$ cat src/rtl/sc_statemachine_loadmulti_if.sv
// Control bus between the game-level start/flag logic and the background
// register sequencer. Clock and reset are plain ports on the sequencer.
//
// Request semantics: a FLAG bit held low is a level request for its lane.
// It is sampled only while the sequencer sits in CHECK. There is no separate
// ready signal: the one-cycle low pulse on load_OutLow[lane] is the
// acknowledgement. The requester keeps its bit low until it has seen that
// pulse; a bit dropped early is simply never served.
interface sc_statemachine_loadmulti_if #(
  parameter int NUM_CH        = 4,
  parameter int LOADCNT_WIDTH = 8
);
  logic                     SC_STATEMACHINEBACKG_startButton_InLow;
  logic [NUM_CH-1:0]        SC_STATEMACHINEBACKG_FLAG_InLow;
  logic                     SC_STATEMACHINEBACKG_pause_InHigh;
  logic                     SC_STATEMACHINEBACKG_reset_OutHigh;
  logic                     SC_STATEMACHINEBACKG_CLEAR_OutHigh;
  logic [NUM_CH-1:0]        SC_STATEMACHINEBACKG_load_OutLow;
  logic                     SC_STATEMACHINEBACKG_upcount_OutLow;
  logic [2:0]               SC_STATEMACHINEBACKG_state_Out;
  logic [LOADCNT_WIDTH-1:0] SC_STATEMACHINEBACKG_loadcount_Out;

  // Requester side: drives start/flags/pause and watches the strobes.
  modport master (
    output SC_STATEMACHINEBACKG_startButton_InLow,
    output SC_STATEMACHINEBACKG_FLAG_InLow,
    output SC_STATEMACHINEBACKG_pause_InHigh,
    input  SC_STATEMACHINEBACKG_reset_OutHigh,
    input  SC_STATEMACHINEBACKG_CLEAR_OutHigh,
    input  SC_STATEMACHINEBACKG_load_OutLow,
    input  SC_STATEMACHINEBACKG_upcount_OutLow,
    input  SC_STATEMACHINEBACKG_state_Out,
    input  SC_STATEMACHINEBACKG_loadcount_Out
  );

  // Sequencer side.
  modport slave (
    input  SC_STATEMACHINEBACKG_startButton_InLow,
    input  SC_STATEMACHINEBACKG_FLAG_InLow,
    input  SC_STATEMACHINEBACKG_pause_InHigh,
    output SC_STATEMACHINEBACKG_reset_OutHigh,
    output SC_STATEMACHINEBACKG_CLEAR_OutHigh,
    output SC_STATEMACHINEBACKG_load_OutLow,
    output SC_STATEMACHINEBACKG_upcount_OutLow,
    output SC_STATEMACHINEBACKG_state_Out,
    output SC_STATEMACHINEBACKG_loadcount_Out
  );
endinterface

$ cat src/rtl/sc_statemachine_loadmulti.sv
// Multi-lane background register sequencer: round-robin load arbitration,
// tick prescaler pacing the count pulses, pause, saturating load counter.
// Optional macro SC_STATEMACHINELOADMULTI_INSYNC_EN adds 2-flop input
// synchronizers (reset value 1) on start and FLAG.
module sc_statemachine_loadmulti #(
  parameter int NUM_CH        = 4,
  parameter int TICK_WIDTH    = 20,
  parameter int TICK_DIV      = 1000000,
  parameter int LOADCNT_WIDTH = 8
) (
  input logic                       SC_STATEMACHINEBACKG_CLOCK_50,
  input logic                       SC_STATEMACHINEBACKG_RESET_InHigh,
  sc_statemachine_loadmulti_if.slave bus
);
  localparam int SEL_W = (NUM_CH > 1) ? $clog2(NUM_CH) : 1;
  localparam logic [TICK_WIDTH-1:0] TICK_LAST = TICK_WIDTH'(TICK_DIV - 1);

  typedef enum logic [2:0] {
    ST_RESET = 3'd0,
    ST_START = 3'd1,
    ST_CHECK = 3'd2,
    ST_INIT  = 3'd3,
    ST_HOLD  = 3'd4,
    ST_LOAD  = 3'd5,
    ST_COUNT = 3'd6
  } state_t;

  state_t                   state_q, state_d;
  logic [TICK_WIDTH-1:0]    presc_q;
  logic                     tick_pend_q;
  logic [SEL_W-1:0]         sel_q, rr_q;
  logic [LOADCNT_WIDTH-1:0] loadcount_q;

  logic                     start_n;
  logic [NUM_CH-1:0]        flag_n;
  logic                     pause;

  logic [SEL_W-1:0]         pick;
  logic [SEL_W-1:0]         pick_next;
  logic                     any_req;
  logic                     serve;
  logic                     counting;
  logic                     wrap;

  assign pause = bus.SC_STATEMACHINEBACKG_pause_InHigh;

`ifdef SC_STATEMACHINELOADMULTI_INSYNC_EN
  logic [1:0]        start_sync;
  logic [NUM_CH-1:0] flag_s1, flag_s2;

  // Two-flop synchronizers; idle-high reset so nothing looks requested.
  always_ff @(posedge SC_STATEMACHINEBACKG_CLOCK_50 or posedge SC_STATEMACHINEBACKG_RESET_InHigh) begin
    if (SC_STATEMACHINEBACKG_RESET_InHigh) begin
      start_sync <= 2'b11;
      flag_s1    <= '1;
      flag_s2    <= '1;
    end else begin
      start_sync <= {start_sync[0], bus.SC_STATEMACHINEBACKG_startButton_InLow};
      flag_s1    <= bus.SC_STATEMACHINEBACKG_FLAG_InLow;
      flag_s2    <= flag_s1;
    end
  end

  assign start_n = start_sync[1];
  assign flag_n  = flag_s2;
`else
  assign start_n = bus.SC_STATEMACHINEBACKG_startButton_InLow;
  assign flag_n  = bus.SC_STATEMACHINEBACKG_FLAG_InLow;
`endif

  assign any_req  = ~&flag_n;
  // A pending tick is taken by CHECK only when start is idle and not paused.
  assign serve    = (state_q == ST_CHECK) && start_n && tick_pend_q && !pause;
  assign counting = ((state_q == ST_CHECK) || (state_q == ST_LOAD) ||
                     (state_q == ST_COUNT)) && !pause;
  assign wrap     = counting && (presc_q == TICK_LAST);
  assign pick_next = (int'(pick) == NUM_CH - 1) ? '0 : pick + 1'b1;

  // Round-robin pick: first low FLAG bit at or above rr, wrapping.
  always_comb begin
    logic found;
    pick  = rr_q;
    found = 1'b0;
    for (int i = 0; i < NUM_CH; i++) begin
      if (!found && !flag_n[(int'(rr_q) + i) % NUM_CH]) begin
        pick  = SEL_W'((int'(rr_q) + i) % NUM_CH);
        found = 1'b1;
      end
    end
  end

  // State register.
  always_ff @(posedge SC_STATEMACHINEBACKG_CLOCK_50 or posedge SC_STATEMACHINEBACKG_RESET_InHigh) begin
    if (SC_STATEMACHINEBACKG_RESET_InHigh) state_q <= ST_RESET;
    else                                   state_q <= state_d;
  end

  // Next-state decode; start outranks any pending tick in CHECK.
  always_comb begin
    state_d = ST_CHECK;
    case (state_q)
      ST_RESET: state_d = ST_START;
      ST_START: state_d = ST_CHECK;
      ST_CHECK: begin
        if (!start_n)                     state_d = ST_INIT;
        else if (tick_pend_q && !pause)   state_d = any_req ? ST_LOAD : ST_COUNT;
        else                              state_d = ST_CHECK;
      end
      ST_INIT:  state_d = ST_HOLD;
      ST_HOLD:  state_d = start_n ? ST_CHECK : ST_HOLD;
      ST_LOAD:  state_d = ST_COUNT;
      ST_COUNT: state_d = ST_CHECK;
      default:  state_d = ST_CHECK;
    endcase
  end

  // Prescaler, tick latch, lane pointers and load counter.
  always_ff @(posedge SC_STATEMACHINEBACKG_CLOCK_50 or posedge SC_STATEMACHINEBACKG_RESET_InHigh) begin
    if (SC_STATEMACHINEBACKG_RESET_InHigh) begin
      presc_q     <= '0;
      tick_pend_q <= 1'b0;
      sel_q       <= '0;
      rr_q        <= '0;
      loadcount_q <= '0;
    end else if (state_q == ST_INIT) begin
      presc_q     <= '0;
      tick_pend_q <= 1'b0;
      rr_q        <= '0;
      loadcount_q <= '0;
    end else begin
      if (counting) presc_q <= wrap ? '0 : presc_q + 1'b1;
      // A tick landing on an already pending one is dropped, not queued.
      tick_pend_q <= wrap | (tick_pend_q & ~serve);
      if (serve && any_req) begin
        sel_q <= pick;
        rr_q  <= pick_next;
      end
      if ((state_q == ST_LOAD) && (loadcount_q != '1)) loadcount_q <= loadcount_q + 1'b1;
    end
  end

  // Moore output decode from state and latched lane.
  always_comb begin
    bus.SC_STATEMACHINEBACKG_reset_OutHigh  = 1'b0;
    bus.SC_STATEMACHINEBACKG_CLEAR_OutHigh  = 1'b0;
    bus.SC_STATEMACHINEBACKG_load_OutLow    = '1;
    bus.SC_STATEMACHINEBACKG_upcount_OutLow = 1'b1;
    case (state_q)
      ST_RESET: bus.SC_STATEMACHINEBACKG_CLEAR_OutHigh = 1'b1;
      ST_INIT: begin
        bus.SC_STATEMACHINEBACKG_reset_OutHigh = 1'b1;
        bus.SC_STATEMACHINEBACKG_CLEAR_OutHigh = 1'b1;
      end
      ST_LOAD: begin
        bus.SC_STATEMACHINEBACKG_reset_OutHigh      = 1'b1;
        bus.SC_STATEMACHINEBACKG_load_OutLow[sel_q] = 1'b0;
      end
      ST_COUNT: bus.SC_STATEMACHINEBACKG_upcount_OutLow = 1'b0;
      default: ;
    endcase
  end

  assign bus.SC_STATEMACHINEBACKG_state_Out     = state_q;
  assign bus.SC_STATEMACHINEBACKG_loadcount_Out = loadcount_q;
endmodule

$ cat src/flat_wrapper.sv
// flat-port wrapper written by rule: the top's interface ports become plain ports
module sc_statemachine_loadmulti_flat 
#(
  parameter int NUM_CH        = 4,
  parameter int TICK_WIDTH    = 20,
  parameter int TICK_DIV      = 1000000,
  parameter int LOADCNT_WIDTH = 8
)
  (SC_STATEMACHINEBACKG_CLOCK_50, SC_STATEMACHINEBACKG_RESET_InHigh, bus_SC_STATEMACHINEBACKG_startButton_InLow, bus_SC_STATEMACHINEBACKG_FLAG_InLow, bus_SC_STATEMACHINEBACKG_pause_InHigh, bus_SC_STATEMACHINEBACKG_reset_OutHigh, bus_SC_STATEMACHINEBACKG_CLEAR_OutHigh, bus_SC_STATEMACHINEBACKG_load_OutLow, bus_SC_STATEMACHINEBACKG_upcount_OutLow, bus_SC_STATEMACHINEBACKG_state_Out, bus_SC_STATEMACHINEBACKG_loadcount_Out);
  sc_statemachine_loadmulti_if #(.NUM_CH(NUM_CH), .LOADCNT_WIDTH(LOADCNT_WIDTH)) bus_i ();
  input logic SC_STATEMACHINEBACKG_CLOCK_50;
  input logic SC_STATEMACHINEBACKG_RESET_InHigh;
  input wire logic [$bits(bus_i.SC_STATEMACHINEBACKG_startButton_InLow)-1:0] bus_SC_STATEMACHINEBACKG_startButton_InLow;
  input wire logic [$bits(bus_i.SC_STATEMACHINEBACKG_FLAG_InLow)-1:0] bus_SC_STATEMACHINEBACKG_FLAG_InLow;
  input wire logic [$bits(bus_i.SC_STATEMACHINEBACKG_pause_InHigh)-1:0] bus_SC_STATEMACHINEBACKG_pause_InHigh;
  output wire logic [$bits(bus_i.SC_STATEMACHINEBACKG_reset_OutHigh)-1:0] bus_SC_STATEMACHINEBACKG_reset_OutHigh;
  output wire logic [$bits(bus_i.SC_STATEMACHINEBACKG_CLEAR_OutHigh)-1:0] bus_SC_STATEMACHINEBACKG_CLEAR_OutHigh;
  output wire logic [$bits(bus_i.SC_STATEMACHINEBACKG_load_OutLow)-1:0] bus_SC_STATEMACHINEBACKG_load_OutLow;
  output wire logic [$bits(bus_i.SC_STATEMACHINEBACKG_upcount_OutLow)-1:0] bus_SC_STATEMACHINEBACKG_upcount_OutLow;
  output wire logic [$bits(bus_i.SC_STATEMACHINEBACKG_state_Out)-1:0] bus_SC_STATEMACHINEBACKG_state_Out;
  output wire logic [$bits(bus_i.SC_STATEMACHINEBACKG_loadcount_Out)-1:0] bus_SC_STATEMACHINEBACKG_loadcount_Out;
  assign bus_i.SC_STATEMACHINEBACKG_startButton_InLow = bus_SC_STATEMACHINEBACKG_startButton_InLow;
  assign bus_i.SC_STATEMACHINEBACKG_FLAG_InLow = bus_SC_STATEMACHINEBACKG_FLAG_InLow;
  assign bus_i.SC_STATEMACHINEBACKG_pause_InHigh = bus_SC_STATEMACHINEBACKG_pause_InHigh;
  assign bus_SC_STATEMACHINEBACKG_reset_OutHigh = bus_i.SC_STATEMACHINEBACKG_reset_OutHigh;
  assign bus_SC_STATEMACHINEBACKG_CLEAR_OutHigh = bus_i.SC_STATEMACHINEBACKG_CLEAR_OutHigh;
  assign bus_SC_STATEMACHINEBACKG_load_OutLow = bus_i.SC_STATEMACHINEBACKG_load_OutLow;
  assign bus_SC_STATEMACHINEBACKG_upcount_OutLow = bus_i.SC_STATEMACHINEBACKG_upcount_OutLow;
  assign bus_SC_STATEMACHINEBACKG_state_Out = bus_i.SC_STATEMACHINEBACKG_state_Out;
  assign bus_SC_STATEMACHINEBACKG_loadcount_Out = bus_i.SC_STATEMACHINEBACKG_loadcount_Out;
  sc_statemachine_loadmulti #(.NUM_CH(NUM_CH), .TICK_WIDTH(TICK_WIDTH), .TICK_DIV(TICK_DIV), .LOADCNT_WIDTH(LOADCNT_WIDTH)) u_core (.SC_STATEMACHINEBACKG_CLOCK_50(SC_STATEMACHINEBACKG_CLOCK_50), .SC_STATEMACHINEBACKG_RESET_InHigh(SC_STATEMACHINEBACKG_RESET_InHigh), .bus(bus_i));
endmodule
$ cat config.mk
export PLATFORM = sky130hd
export DESIGN_NAME = sc_statemachine_loadmulti_flat
export DESIGN_NICKNAME = d
export VERILOG_FILES = /design/src/rtl/sc_statemachine_loadmulti_if.sv /design/src/rtl/sc_statemachine_loadmulti.sv /design/src/flat_wrapper.sv
export SDC_FILE = /design/constraint.sdc
export NUM_CORES = 1
export LEC_CHECK = 0
export ABC_AREA = 1
export ABC_CLOCK_PERIOD_IN_PS = 2200
export BUFFER_PORTS_ARGS = -buffer_cell sky130_fd_sc_hd__buf_4
export CORE_MARGIN = 2
export CORE_UTILIZATION = 59
export DETAILED_ROUTE_END_ITERATION = 8
export PLACE_DENSITY = 0.85
export SKIP_CTS_REPAIR_TIMING = 1
export SLEW_MARGIN = 20
export SYNTH_ARGS = -nofsm -noshare
export SYNTH_HDL_FRONTEND = slang
export SYNTH_SLANG_ARGS = --single-unit
$ cat constraint.sdc
create_clock -name SC_STATEMACHINEBACKG_CLOCK_50 -period 2.2 [get_ports SC_STATEMACHINEBACKG_CLOCK_50]
set_clock_uncertainty 0.15 [all_clocks]
set_input_delay 0.22 -clock SC_STATEMACHINEBACKG_CLOCK_50 [delete_from_list [all_inputs] [get_ports SC_STATEMACHINEBACKG_CLOCK_50]]
set_output_delay 0.22 -clock SC_STATEMACHINEBACKG_CLOCK_50 [all_outputs]
set_load 0.005 [all_outputs]
==> results of run 1 <==
state kept, by name, indices dropped and copies added (netlist names):
name	count
u_core.presc_q	20
u_core.bus.SC_STATEMACHINEBACKG_loadcount_Out	8
u_core.bus.SC_STATEMACHINEBACKG_state_Out	3
u_core.rr_q	2
u_core.sel_q	2
u_core.tick_pend_q	1
layout make-up:
cell class | count | area share [%]
Clock buffer | 7 | 3.312
Clock inverter | 1 | 1.032
Sequential cell | 36 | 31.05
Tap cell | 50 | 2.151
Inverter | 50 | 6.538
Multi-Input combinational cell | 282 | 48.30
Timing Repair Buffer | 29 | 7.613
stage by stage:
step                      cell area (um2)  setup slack (ps)
after floorplan                      2527             254.2
after global placement               2726             158.4
after detailed placement             2726             25.53
after CTS                            2853             10.42
after global routing                 2909            -30.24
final                                2909             82.31
report_power, final:
part	internal (mW)	switching, mW
Clock	0.400	0.242
Sequential	0.735	0.107
Combinational	0.268	0.489
worst max-delay path: stages, from the launching register on:
cell and delay [ps]:
dfrtp_2 440, buf_2 170, nand2_1 70, nand2_1 50, nand2_1 80, nand2_2 80
nand3_1 140, nand2_1 80, inv_1 90, nand3_2 80, nand2_1 80, inv_1 40
ha_1 260, a22o_1 200
cells in the mapped netlist (all sizes together):
master   count
nand2      113
nor2        53
inv         50
nand3       40
dfrtp       36
o21ai       25
nand4       15
nor3        10
a21oi        8
buf          7
xor2         6
ha           3
clkbuf       2
xnor2        2
a22o         1
a311oi       1
nand3b       1
o2111ai      1
o21a         1
o31ai        1
or2          1
layer usage:
layer | vias to the layer above | share of wire [%] | global-route usage, %
met5 | - | 0 | 0
met2 | 56 | 50 | 41.99
met4 | 0 | 1.0 | 6.972
met3 | 9 | 4.1 | 4.360
li1 | 1272 | - | -
met1 | 1171 | 44 | 31.07
cells in the final DEF (no fill, tap or decap), types with 5 or more instances in the layout:
cell	netlist	final
inv_1	48	47
nor3_1	9	9
nand4_1	15	15
nor2_1	47	47
o21ai_0	18	18
nand2_1	106	101
xor2_1	6	6
nand2_2	4	9
clkbuf_8	0	7
buf_4	2	26
o21ai_1	5	5
nand3_1	40	37
a21oi_1	8	8
dfrtp_1	36	34
final timing paths:
path | endpoint | depth (start not counted)
hold / removal | u_core.bus.SC_STATEMACHINEBACKG_state_Out[0] | 2
setup / recovery | u_core.rr_q[1] | 13
max in group asynchronous | u_core.rr_q[1] | 4
min in group asynchronous | u_core.presc_q[9] | 4
hold reg to reg | u_core.bus.SC_STATEMACHINEBACKG_loadcount_Out[6] | 1
setup reg to reg | u_core.rr_q[1] | 13
kinds of logic after synthesis:
| family | synth area share [%] |
|---|---|
| AND/OR/NAND/NOR | 41.29 |
| buffers and inverters | 10.05 |
| AO/OA/AOI/OAI | 8.763 |
| flip-flops | 35.64 |
| XOR/XNOR | 2.772 |
| adder cells (fa/ha/maj) | 1.485 |
==> impl_metrics.tcl, run 1 <==
set metrics [dict create \
    cp-end-kind "flip-flop" \
    syn_area_um2 2527 \
    multi_input_area_um2 1405 \
    ios 26 \
    power_density_nw_per_um2 770.5 \
    area_growth_pct 15.10 \
    cts_sinks 36 \
    finalCriticalPeriod_ps 2118 \
    leakage_nw 1.385 \
    arrival_ps 2150 \
    drc 0 \
    fin_crit_sh_pct 96.26 \
    initial_core_util_pct 62.29 \
    slew_headroom_pct 66.98 \
    gp_congestion 0.9039 \
    drtPass1Iterations 4 \
    drv_cap 0 \
    fmax_ghz 0.4722 \
    grt_pass1_vias 2312 \
    via_per_inst 5.512 \
    core_area_um2 4058 \
    hold_viol_final 0 \
    r2r_slack_ps 80 \
    cts_buffer_depth 2 \
    synthTopCellsByArea "dfrtp_1, nand2_1, nand3_1, inv_1, nor2_1" \
    h-tree-depth 2 \
    synth.top_cell.area_share_pct 35.64 \
    grt-ovfl-total 0 \
    place_hpwl_mm 4.019 \
    postSynthAreaPerCell_um2 6.704 \
    grt_use_total_pct 24.29 \
    seq_area_um2 903.4 \
    die_x_um 69.45 \
    power_mw 2.242 \
    status "completed" \
    start_kind "flip-flop" \
    synth_nets 388 \
    rows 23 \
    layout.cells.non_filler 455 \
    crit_path_start "u_core.rr_q[0]" \
    yosysUniqueCellTypes 32 \
    yosysWarnings 0 \
    fin_nets 415 \
    root_buffer "clkbuf_8" \
    hold_slack_ps 14.00 \
    route.detailed.wl_per_inst_um 12.77 \
    antenna_found_initial 0 \
    worstPathMaxFanout 6 \
    drive_gt1_share_pct 16.30 \
    finalMaxSlewViolations 0 \
    grt_max_degree 37 \
    ys_seq_area_share_pct 35.64 \
    die_y_um 69.45 \
    drt_iter0_markers 196 \
    regToRegStartpoint "u_core.rr_q[0]" \
    ir_worst_vdd_v 0.0003358 \
    setup_viol 0 \
    insertion_delay_ps 290 \
    hold_start "bus_SC_STATEMACHINEBACKG_startButton_InLow" \
    clk_pin_slew_ps 70 \
    num_vias 2508 \
    cts_buffers 5 \
    grt_pass1_wl_mm 9.791 \
    hp-class "in2reg" \
    ys_ff_latch 36 \
    path_class "reg2reg" \
    worst_ep_required_time_ps 2230 \
    diodes 0 \
    placedCellCount 445 \
    port_buffers 25 \
    postRouteAntennaNets 0 \
    routed_wl_mm 5.811 \
    syn_inst 377 \
    die_area_um2 4823 \
    cts_tree "done" \
    nFillCells 340 \
    tightest_slew_ps 494.2 \
    fin_util_pct 71.69 \
    synth_top_area_cell "dfrtp_1" \
    tns_ps 0 \
]
Power figures use the tool's default switching activity.
==> run 2, diff against run 1 <==
Settings changed: CORE_ASPECT_RATIO from default to 0.5.
==> impl_metrics.tcl, run 2 (synthesis results as in run 1) <==
set metrics [dict create \
    cpMostUsedCell "nand2_1" \
    r2r_slack_ps -4 \
    clk_pin_slew_ps 90 \
    layout_setup_ws_ps -3.992 \
    status "finished with violations" \
    drv_cap 0 \
    layout.cells.non_filler 462 \
    placedCellCount 449 \
    drt_iter0_markers 150 \
    dpl_cell_area_um2 2731 \
    worst_ep_required_time_ps 2240 \
    tightest_slew_ps 472.3 \
    grt_setup_unrepaired "yes" \
    route.detailed.wl_per_inst_um 13.52 \
    critPathMaxStageDelay_ps 480 \
    num_vias 2591 \
    ir_worst_vdd_v 0.0003418 \
    worstPathMaxFanout 8 \
    root_buffer "clkbuf_8" \
    violations "setup timing" \
    regMostFlops "u_core.presc_q" \
    grt_pass1_vias 2300 \
    fin_crit_sh_pct 100.2 \
    core_area_um2 4004 \
    finalCriticalPeriod_ps 2204 \
    postRouteAntennaNets 0 \
    routed_wl_mm 6.247 \
    cts_tree "done" \
    ios 26 \
    fmax_ghz 0.4537 \
    die_y_um 50.28 \
    port_buffers 25 \
    hp-class "in2reg" \
    cts_sinks 36 \
    final_common_cell "nand2_1" \
    fin_area_um2 2910 \
    fin_nets 418 \
    largest_reg_flops 20 \
    hold_viol_final 0 \
    grt_use_total_pct 26.23 \
    gp_congestion 0.9182 \
    drc 0 \
    leakage_nw 1.384 \
    rows 16 \
    place_hpwl_mm 4.146 \
    finalMaxSlewViolations 0 \
    cts_buffers 5 \
    pre_cts_ws_ps -25.23 \
    setup_viol 1 \
    arrival_ps 2250 \
    drive_gt1_share_pct 15.93 \
    path_class "reg2reg" \
    cts_buffer_depth 2 \
    die_area_um2 4855 \
    grt_pass1_wl_mm 9.936 \
    drtPass1Iterations 4 \
    h-tree-depth 2 \
    cp_cell_sequence "inv_2, nand2_1, nand2_1, nand2_1, nand2_2, nand3_2, nand2_1, nand3_1, nand2_1, inv_1, ha_1, a22o_1" \
    layout_common_cells "nand2_1, inv_1, nor2_1" \
    start_kind "flip-flop" \
    diodes 0 \
    die_x_um 96.56 \
    area_growth_pct 15.15 \
    cp-end-kind "flip-flop" \
    antenna_found_initial 0 \
    power_mw 2.207 \
    power_density_nw_per_um2 758.3 \
    grt_max_degree 37 \
    slew_headroom_pct 68.51 \
    initial_core_util_pct 63.13 \
    via_per_inst 5.608 \
    critical-path-slowest-cell "dfrtp_2" \
    insertion_delay_ps 300 \
    fin_util_pct 72.69 \
    grt-ovfl-total 0 \
]
## run 2: path summary, 6_finish.rpt
path,startpoint,to,cells after the start
worst max-delay path,u_core.rr_q[1],u_core.rr_q[1],12
worst min-delay path,bus_SC_STATEMACHINEBACKG_startButton_InLow,u_core.bus.SC_STATEMACHINEBACKG_state_Out[0],2
worst max register to register,u_core.rr_q[1],u_core.rr_q[1],12
worst min register to register,u_core.presc_q[1],u_core.presc_q[1],2
max in group asynchronous,SC_STATEMACHINEBACKG_RESET_InHigh,u_core.rr_q[0],4
min in group asynchronous,SC_STATEMACHINEBACKG_RESET_InHigh,u_core.bus.SC_STATEMACHINEBACKG_loadcount_Out[3],4
## run 2: routing by layer
layer	global-route usage, %	wire, um
met1	35.24	2876
met2	43.98	2934
met3	5.405	366
met4	6.103	69
met5	0	0
## run 2: per-stage QoR
stage | setup TNS, ps | hold slack [ps]
6_report | -3.992 | 11.06
5_1_grt | -94.34 | 6.368
4_1_cts | -35.56 | -93.42
3_5_place_dp | -25.23 | 223.3
3_3_place_gp | 0 | 203.3
2_1_floorplan | 0 | 190.2
## run 2: cell type report
class | instances | area (um2)
fillers | 323 | 1094
well taps | 54 | 67.56
repair buffers | 32 | 242.7
multi-input cells | 282 | 1393
inverters | 50 | 192.7
flip-flops and latches | 36 | 903.4
clock buffers | 5 | 68.82
clock inverters | 3 | 42.54
## run 2: power breakdown
part | internal, mW | switching [mW]
Combinational | 0.269 | 0.502
Clock | 0.336 | 0.261
Sequential | 0.735 | 0.104
Total | 1.34 | 0.867
## run 2: worst max-delay path: cells and delay by family (launching register included)
| kind | cells | cell delay [ps] |
|---|---|---|
| flip-flops | 1 | 480 |
| AND/OR/NAND/NOR | 8 | 820 |
| buffers and inverters | 2 | 180 |
| adder cells (fa/ha/maj) | 1 | 260 |
| AO/OA/AOI/OAI | 1 | 200 |
